[src/rtl/ysyx_25020037_lsu_pkg.sv]
`default_nettype none
// ============================================================================
// Module      : ysyx_25020037_lsu_pkg
// Description : Shared encodings for the load/store stage: access sizes and
//               controller states.
// Revision    : 1.0 - initial release
// ============================================================================
package ysyx_25020037_lsu_pkg;

  // Access size encoding carried on in_lsize / in_ssize
  localparam logic [1:0] SZ_NONE = 2'b00;
  localparam logic [1:0] SZ_B    = 2'b01;
  localparam logic [1:0] SZ_H    = 2'b10;
  localparam logic [1:0] SZ_W    = 2'b11;

  // Controller states
  typedef enum logic [1:0] {
    ST_IDLE  = 2'd0,
    ST_REQ   = 2'd1,
    ST_WAIT  = 2'd2,
    ST_DRAIN = 2'd3
  } lsu_state_t;

  // True when an access of the given size cannot be issued at this byte lane
  function automatic logic is_misaligned(input logic [1:0] size, input logic [1:0] lane);
    return ((size == SZ_H) && lane[0]) || ((size == SZ_W) && (lane != 2'b00));
  endfunction

endpackage
`default_nettype wire

[src/rtl/ysyx_25020037_lsu_align.sv]
`default_nettype none
// ============================================================================
// Module      : ysyx_25020037_lsu_align
// Description : Combinational byte-lane logic for the load/store stage.
//               Request side: alignment check, store strobes and lane
//               replication. Response side: lane select and extension.
// Revision    : 1.0 - initial release
// ============================================================================
module ysyx_25020037_lsu_align
  import ysyx_25020037_lsu_pkg::*;
(
  // request side (driven from the incoming op)
  input  logic        req_is_write,
  input  logic [1:0]  req_lsize,
  input  logic [1:0]  req_ssize,
  input  logic [1:0]  req_lane,
  input  logic [31:0] req_wdata,
  output logic        req_misaligned,
  output logic [3:0]  req_wstrb,
  output logic [31:0] req_wdata_lanes,
  // response side (driven from the captured op)
  input  logic [1:0]  ld_size,
  input  logic [1:0]  ld_lane,
  input  logic        ld_unsigned,
  input  logic [31:0] ld_rdata,
  output logic [31:0] ld_value
);

  logic [1:0]  req_size;
  logic [31:0] ld_shifted;
  logic        ld_sign;

  // A store (even with the read flag also set) is checked against its store size
  assign req_size       = req_is_write ? req_ssize : req_lsize;
  assign req_misaligned = is_misaligned(req_size, req_lane);

  // Store strobes and lane replication; the memory picks bytes via the strobes
  always_comb begin
    req_wstrb       = 4'b0000;
    req_wdata_lanes = req_wdata;
    case (req_ssize)
      SZ_B: begin
        req_wstrb       = 4'b0001 << req_lane;
        req_wdata_lanes = {4{req_wdata[7:0]}};
      end
      SZ_H: begin
        req_wstrb       = 4'b0011 << req_lane;
        req_wdata_lanes = {2{req_wdata[15:0]}};
      end
      SZ_W: begin
        req_wstrb       = 4'b1111;
        req_wdata_lanes = req_wdata;
      end
      default: begin
        req_wstrb       = 4'b0000;
        req_wdata_lanes = req_wdata;
      end
    endcase
  end

  // Move the addressed lane down to bit 0, then sign- or zero-extend by size
  always_comb begin
    ld_shifted = ld_rdata >> {ld_lane, 3'b000};
    ld_sign    = 1'b0;
    ld_value   = ld_shifted;
    case (ld_size)
      SZ_B: begin
        ld_sign  = !ld_unsigned && ld_shifted[7];
        ld_value = {{24{ld_sign}}, ld_shifted[7:0]};
      end
      SZ_H: begin
        ld_sign  = !ld_unsigned && ld_shifted[15];
        ld_value = {{16{ld_sign}}, ld_shifted[15:0]};
      end
      default: ld_value = ld_shifted;
    endcase
  end

endmodule
`default_nettype wire

[src/rtl/ysyx_25020037_lsu_stage.sv]
`default_nettype none
// ============================================================================
// Module      : ysyx_25020037_lsu_stage
// Description : Load/store stage. Accepts one op per handshake, keeps at most
//               one data-memory request outstanding, guards it with a
//               response watchdog and hands results to write-back.
// Revision    : 1.0 - initial release
// ============================================================================
module ysyx_25020037_lsu_stage
  import ysyx_25020037_lsu_pkg::*;
#(
  parameter int ADDR_W         = 32,
  parameter int DATA_W         = 32,
  parameter int TIMEOUT_CYCLES = 1024
) (
  input  logic              clk,
  input  logic              rst_n,
  input  logic              exu_valid,
  output logic              lsu_ready,
  input  logic [31:0]       in_pc,
  input  logic [3:0]        in_rd,
  input  logic              in_gpr_we,
  input  logic              in_is_read,
  input  logic              in_is_write,
  input  logic [1:0]        in_lsize,
  input  logic [1:0]        in_ssize,
  input  logic              in_unsigned,
  input  logic [DATA_W-1:0] in_result,
  input  logic [DATA_W-1:0] in_wdata,
  output logic [DATA_W-1:0] rdata_processed,
  output logic              mem_req_valid,
  input  logic              mem_req_ready,
  output logic              mem_req_we,
  output logic [ADDR_W-1:0] mem_addr,
  output logic [DATA_W-1:0] mem_wdata,
  output logic [3:0]        mem_wstrb,
  input  logic              mem_resp_valid,
  input  logic [DATA_W-1:0] mem_rdata,
  input  logic              mem_resp_err,
  output logic              lsu_valid,
  input  logic              wbu_ready,
  output logic [31:0]       lsu_pc,
  output logic [3:0]        lsu_rd,
  output logic              lsu_gpr_we,
  output logic [DATA_W-1:0] lsu_wdata,
  output logic              lsu_fault
);

  // Watchdog counts 0 .. TIMEOUT_CYCLES-1 inside WAIT
  localparam int            WD_W     = (TIMEOUT_CYCLES > 2) ? $clog2(TIMEOUT_CYCLES) : 1;
  localparam bit            WD_EN    = (TIMEOUT_CYCLES != 0);
  localparam logic [WD_W-1:0] WD_LIMIT = (TIMEOUT_CYCLES > 0) ? WD_W'(TIMEOUT_CYCLES - 1) : '0;

  lsu_state_t       state;
  logic [WD_W-1:0]  wd_cnt;

  // op fields captured at acceptance for use when the response returns
  logic [31:0]       op_pc;
  logic [3:0]        op_rd;
  logic              op_gpr_we;
  logic              op_store;
  logic              op_load;
  logic [1:0]        op_lsize;
  logic              op_unsigned;
  logic [DATA_W-1:0] op_result;

  logic              accept;
  logic              in_mem;
  logic              req_misaligned;
  logic [3:0]        req_wstrb;
  logic [31:0]       req_wdata_lanes;
  logic [31:0]       ld_value;
  logic              issue_req;
  logic              pass_done;
  logic              resp_done;
  logic              wd_expire;
  logic              timeout_done;

  assign lsu_ready    = (state == ST_IDLE) && (!lsu_valid || wbu_ready);
  assign accept       = exu_valid && lsu_ready;
  assign in_mem       = in_is_read || in_is_write;
  assign issue_req    = accept && in_mem && !req_misaligned;
  assign pass_done    = accept && (!in_mem || req_misaligned);
  assign resp_done    = (state == ST_WAIT) && mem_resp_valid;
  assign wd_expire    = WD_EN && (wd_cnt == WD_LIMIT);
  assign timeout_done = (state == ST_WAIT) && !mem_resp_valid && wd_expire;

  ysyx_25020037_lsu_align u_align (
    .req_is_write    (in_is_write),
    .req_lsize       (in_lsize),
    .req_ssize       (in_ssize),
    .req_lane        (in_result[1:0]),
    .req_wdata       (in_wdata),
    .req_misaligned  (req_misaligned),
    .req_wstrb       (req_wstrb),
    .req_wdata_lanes (req_wdata_lanes),
    .ld_size         (op_lsize),
    .ld_lane         (op_result[1:0]),
    .ld_unsigned     (op_unsigned),
    .ld_rdata        (mem_rdata),
    .ld_value        (ld_value)
  );

  // Controller: request issue/hold, response wait with watchdog, late-response drain
  always_ff @(posedge clk or negedge rst_n) begin
    if (!rst_n) begin
      state         <= ST_IDLE;
      mem_req_valid <= 1'b0;
      mem_req_we    <= 1'b0;
      mem_addr      <= '0;
      mem_wdata     <= '0;
      mem_wstrb     <= 4'b0000;
      wd_cnt        <= '0;
    end else begin
      case (state)
        ST_IDLE: begin
          if (issue_req) begin
            state         <= ST_REQ;
            mem_req_valid <= 1'b1;
            mem_req_we    <= in_is_write;
            mem_addr      <= {in_result[ADDR_W-1:2], 2'b00};
            mem_wdata     <= req_wdata_lanes;
            mem_wstrb     <= in_is_write ? req_wstrb : 4'b0000;
          end
        end
        ST_REQ: begin
          if (mem_req_ready) begin
            state         <= ST_WAIT;
            mem_req_valid <= 1'b0;
            wd_cnt        <= '0;
          end
        end
        ST_WAIT: begin
          if (mem_resp_valid) begin
            state <= ST_IDLE;
          end else if (wd_expire) begin
            state <= ST_DRAIN;
          end else if (WD_EN) begin
            wd_cnt <= wd_cnt + WD_W'(1);
          end
        end
        ST_DRAIN: begin
          // the abandoned response still has to come back before reuse
          if (mem_resp_valid) state <= ST_IDLE;
        end
        default: state <= ST_IDLE;
      endcase
    end
  end

  // Capture the accepted op for completion after the memory round trip
  always_ff @(posedge clk or negedge rst_n) begin
    if (!rst_n) begin
      op_pc       <= '0;
      op_rd       <= '0;
      op_gpr_we   <= 1'b0;
      op_store    <= 1'b0;
      op_load     <= 1'b0;
      op_lsize    <= SZ_NONE;
      op_unsigned <= 1'b0;
      op_result   <= '0;
    end else if (accept) begin
      op_pc       <= in_pc;
      op_rd       <= in_rd;
      op_gpr_we   <= in_gpr_we;
      op_store    <= in_is_write;
      op_load     <= in_is_read && !in_is_write;
      op_lsize    <= in_lsize;
      op_unsigned <= in_unsigned;
      op_result   <= in_result;
    end
  end

  // Write-back output register: load on any completion, hold while stalled
  always_ff @(posedge clk or negedge rst_n) begin
    if (!rst_n) begin
      lsu_valid       <= 1'b0;
      lsu_pc          <= '0;
      lsu_rd          <= '0;
      lsu_gpr_we      <= 1'b0;
      lsu_wdata       <= '0;
      lsu_fault       <= 1'b0;
      rdata_processed <= '0;
    end else begin
      if (pass_done) begin
        // pass-through result, or a misaligned memory op faulting without a request
        lsu_valid  <= 1'b1;
        lsu_pc     <= in_pc;
        lsu_rd     <= in_rd;
        lsu_wdata  <= in_result;
        lsu_fault  <= in_mem;
        lsu_gpr_we <= in_gpr_we && !in_mem;
      end else if (resp_done) begin
        lsu_valid  <= 1'b1;
        lsu_pc     <= op_pc;
        lsu_rd     <= op_rd;
        lsu_fault  <= mem_resp_err;
        lsu_gpr_we <= op_gpr_we && !op_store && !mem_resp_err;
        if (op_load && !mem_resp_err) begin
          lsu_wdata       <= ld_value;
          rdata_processed <= ld_value;
        end else begin
          lsu_wdata <= op_result;
        end
      end else if (timeout_done) begin
        lsu_valid  <= 1'b1;
        lsu_pc     <= op_pc;
        lsu_rd     <= op_rd;
        lsu_wdata  <= op_result;
        lsu_fault  <= 1'b1;
        lsu_gpr_we <= 1'b0;
      end else if (wbu_ready) begin
        lsu_valid <= 1'b0;
      end
    end
  end

endmodule
`default_nettype wire

[config.mk]
export PLATFORM = sky130hd
export DESIGN_NAME = ysyx_25020037_lsu_stage
export DESIGN_NICKNAME = d
export VERILOG_FILES = /design/src/rtl/ysyx_25020037_lsu_pkg.sv /design/src/rtl/ysyx_25020037_lsu_align.sv /design/src/rtl/ysyx_25020037_lsu_stage.sv
export SDC_FILE = /design/constraint.sdc
export NUM_CORES = 1
export LEC_CHECK = 0
export ABC_CLOCK_PERIOD_IN_PS = 5970
export BUFFER_PORTS_ARGS = -buffer_cell sky130_fd_sc_hd__buf_4
export CAP_MARGIN = 10
export CORE_MARGIN = 3
export CORE_UTILIZATION = 40
export CTS_CLUSTER_SIZE = 28
export DETAILED_ROUTE_END_ITERATION = 10
export SYNTH_ARGS = -nofsm -noshare
export SYNTH_HDL_FRONTEND = slang
export SYNTH_HIERARCHICAL = 1
export SYNTH_SLANG_ARGS = --single-unit
[constraint.sdc]
create_clock -name clk -period 5.97 [get_ports clk]
set_clock_uncertainty 0.1 [all_clocks]
set_input_delay 0.2985 -clock clk [delete_from_list [all_inputs] [get_ports clk]]
set_output_delay 0.2985 -clock clk [all_outputs]
set_load 0.005 [all_outputs]
==> reports/qor.yml <==
status: "finished, final reports clean"
worst_path_most_repeated_cell: "buf_4"
p_per_area_nw_per_um2: 498.7
antenna_left: 0
crit_fanout: 40
path_clk_slew_ns: 0.06
final.setup.tns_ns: 0
cts_buffers: 30
crit_chain: "dlygate4sd3_1 -> buf_4 -> mux2_2 -> a21oi_1 -> a211oi_1 -> o21bai_2 -> or4b_4 -> buf_4 -> mux2_4"
leakagePower_uw: 0.008304
finalWirelength_microns: 39390
critPathTopFamily: "buffers and inverters"
drtPass1Iterations: 5
core-area_sq_um: 29950
grt_setup_unrepaired: "false"
finalHoldViolations: 0
syn_area_sq_um: 12280
cap_viol_max_count: 0
vias: 10810
worst_slew_pin_slew_ns: 1.108
clockBufferDepth: 3
fin_area_sq_um: 16620
hold_path_end: "mem_wdata[14]"
die_h_microns: 181.2
cts_hold_buf: 86
yosysUniqueCellTypes: 52
routabilityCongestion: 0.8638
rrSetupSlack_ns: 3.03
drv_slew: 0
ios: 321
reg2regPathDepth: 5
register_area_sq_um: 6431
r2r-start: "op_result[1]"
hold_class: "in2reg"
grt_pass1_vias: 10880
nets: 1781
hold-path-cell-count: 3
max_freq_mhz: 309.2
drt_iter0_markers: 867
switching_power_uw: 2919
synthArstFlopShare: 1.000
synthFlopType: "dfrtp_1"
internal_power_uw: 5368
p_sw_frac: 0.3523
critPathMaxStageDelay_ns: 0.84
clock_sinks: 257
synth-seq-cells: 257
seqPwrFrac: 0.373
start_kind: "input port"
post-route-min-period_ns: 3.234
via_per_inst: 5.298
crit_type: "in2reg"
cp-end-kind: "register"
whs_ns: 0.02759
root_buffer: "clkbuf_16"
start_util: 0.4101
rows: 63
yosysSeqAreaShare: 0.5236
area_delta_synth_final_pct: 35.29
grt.total_usage: 0.2338
finalSetupViolCount: 0
cts_resized: 0
hold_start: "in_wdata[14]"
post_cts_buffers: 0
yosysWarnings: 6
avgSynthCellArea_sq_um: 9.551
nFillCells: 2692
clk_latency_ns: 0.55
worst-path-buf-inv: 3
place_area_sq_um: 14740
cts_tree: "done"
worst_ir_drop_vdd_mv: 0.2614
crit_arrival_ns: 3.56
cpMaxStageDelayCell: "or4b_4"
place_hpwl_microns: 25600
portBuffers: 318
grt_start_max_net_pins: 142
worstReg2RegEnd: "lsu_wdata[19]"
multi_input_area_sq_um: 5285
antenna_found_initial: 0
grt_pass1_wl_microns: 62170
insertedDiodeCount: 0
crit_required_ns: 6.29
syn_inst: 1286
final_min_period_over_clock_period: 0.5417
clockPowerShare: 0.227
synth_edf_count: 0
max_slew_margin: 0.2611
power_frac_comb: 0.400
h-tree-depth: 1
drc: 0
die_w_microns: 181.2
routedWlPerCell_microns: 19.30
drive_gt1_frac: 0.2774
overflow: 0
design.die.area_sq_um: 32850
==> registers in the layout, indices dropped and copies added (netlist names), 10 cells and up <==
| name | flops |
|---|---|
| mem_addr | 30 |
| rdata_processed | 32 |
| op_result | 32 |
| lsu_wdata | 32 |
| mem_wdata | 32 |
| op_pc | 32 |
| lsu_pc | 32 |
| wd_cnt | 10 |
==> how the worst max path moves through the flow <==
stage                      startpoint           end  depth (start not counted)
after CTS                 in_is_write   mem_addr[8]                          9
after global placement    in_is_write   mem_addr[7]                          8
after global routing      in_is_write   mem_addr[3]                          9
final                     in_is_write   mem_addr[8]                          9
after floorplan           in_is_write  mem_addr[10]                          8
after detailed placement  in_is_write   mem_addr[8]                          8
==> synthesized netlist by cell type (all sizes together) (2+ instances only) <==
| cell type | number | area, sq um |
|---|---|---|
| inv | 17 | 63.81 |
| buf | 60 | 385.4 |
| o21a | 2 | 15.01 |
| dfrtp | 257 | 6431 |
| nand3b | 2 | 15.01 |
| a41oi | 3 | 26.28 |
| nor3b | 2 | 20.02 |
| a211oi | 8 | 60.06 |
| o31a | 2 | 17.52 |
| o221ai | 8 | 70.07 |
| a21oi | 93 | 465.5 |
| ha | 7 | 87.58 |
| a21boi | 2 | 15.01 |
| nor2 | 56 | 217.7 |
| and2 | 2 | 12.51 |
| nand2 | 388 | 1459 |
| and4 | 4 | 35.03 |
| nor3 | 33 | 165.2 |
| nand2b | 6 | 37.54 |
| mux2 | 64 | 953.4 |
| a2bb2oi | 10 | 87.58 |
| o22ai | 8 | 50.05 |
| nand3 | 41 | 217.7 |
| a31oi | 42 | 262.8 |
| a22oi | 41 | 307.8 |
| a22o | 8 | 70.07 |
| o211ai | 8 | 60.06 |
| nor2b | 12 | 75.07 |
| and3b | 3 | 26.28 |
| nand4 | 3 | 18.77 |
| mux2i | 18 | 180.2 |
| o21ai | 18 | 90.09 |
| clkbuf | 46 | 172.7 |
| and3 | 2 | 12.51 |
==> power groups by stage <==
stage | Clock [uW] | Sequential, uW | Combinational (uW)
after floorplan | 0 | 2990 | 1840
after global placement | 0 | 3100 | 3230
after detailed placement | 0 | 3100 | 3300
after CTS | 1920 | 3090 | 3350
after global routing | 1990 | 3200 | 3670
final | 1880 | 3090 | 3320
==> through the flow <==
stage | utilization | total power [uW] | instances | worst slack (ns)
floorplan | - | 4834 | 1287 | 3.655
global placement | 0.4920 | 6329 | 1899 | 2.739
detailed placement | 0.4920 | 6393 | 1899 | 2.739
CTS | 0.5548 | 8352 | 2041 | 2.765
global route | 0.5548 | 8859 | 2041 | 2.664
finish | 0.5548 | 8287 | 2041 | 2.736
==> placed cells by master, fill, tap and decap left out, types with 12 or more instances in the layout <==
| cell | n |
|---|---|
| nand3_1 | 39 |
| mux2_4 | 62 |
| nor2_1 | 55 |
| a22oi_1 | 41 |
| buf_4 | 327 |
| dlygate4sd3_1 | 86 |
| nor2b_1 | 12 |
| mux2i_1 | 18 |
| inv_1 | 17 |
| dfrtp_1 | 257 |
| o21ai_0 | 18 |
| a31oi_1 | 41 |
| nor3_1 | 33 |
| clkbuf_16 | 30 |
| a21oi_1 | 93 |
| nand2_1 | 386 |
==> worst register-to-register path, stage by stage (launching register included) <==
cell      delay (ns)
dfrtp_1         1.05
mux4_2          0.71
nand3_4         0.29
o221ai_1        0.28
a22oi_1         0.25
a31oi_1         0.12
==> cell families (layout without fill, tap and decap cells) <==
family                     after synthesis  after routing  share of synthesized area
AOI/OAI and AO/OA                      256            256                     0.1323
adders and majority gates                7              7                   0.007130
buffers and inverters                  123            487                    0.05063
DFF                                    257            257                     0.5236
muxes                                   83             83                    0.09412
other                                    1              2                  0.0003053
and+or+nand+nor                        559            559                     0.1919
==> metal layers <==
layer  wire length, microns  track usage  vias to the layer above
met5                      0            0                        -
met4                    615      0.04631                        0
met3                   3553      0.05939                       43
met2                  18350       0.3740                      450
met1                  16880       0.3252                     5232
li1                       -            -                     5088
==> layout make-up <==
cell class,count,area share
clock inverter,14,0.009788
clock buffer,42,0.05150
tap,390,0.02937
inverter,17,0.003840
multi-input combinational,907,0.3180
sequential,257,0.3870
timing repair buffer,414,0.2004
No activity file was read; power rests on OpenSTA's default activity.
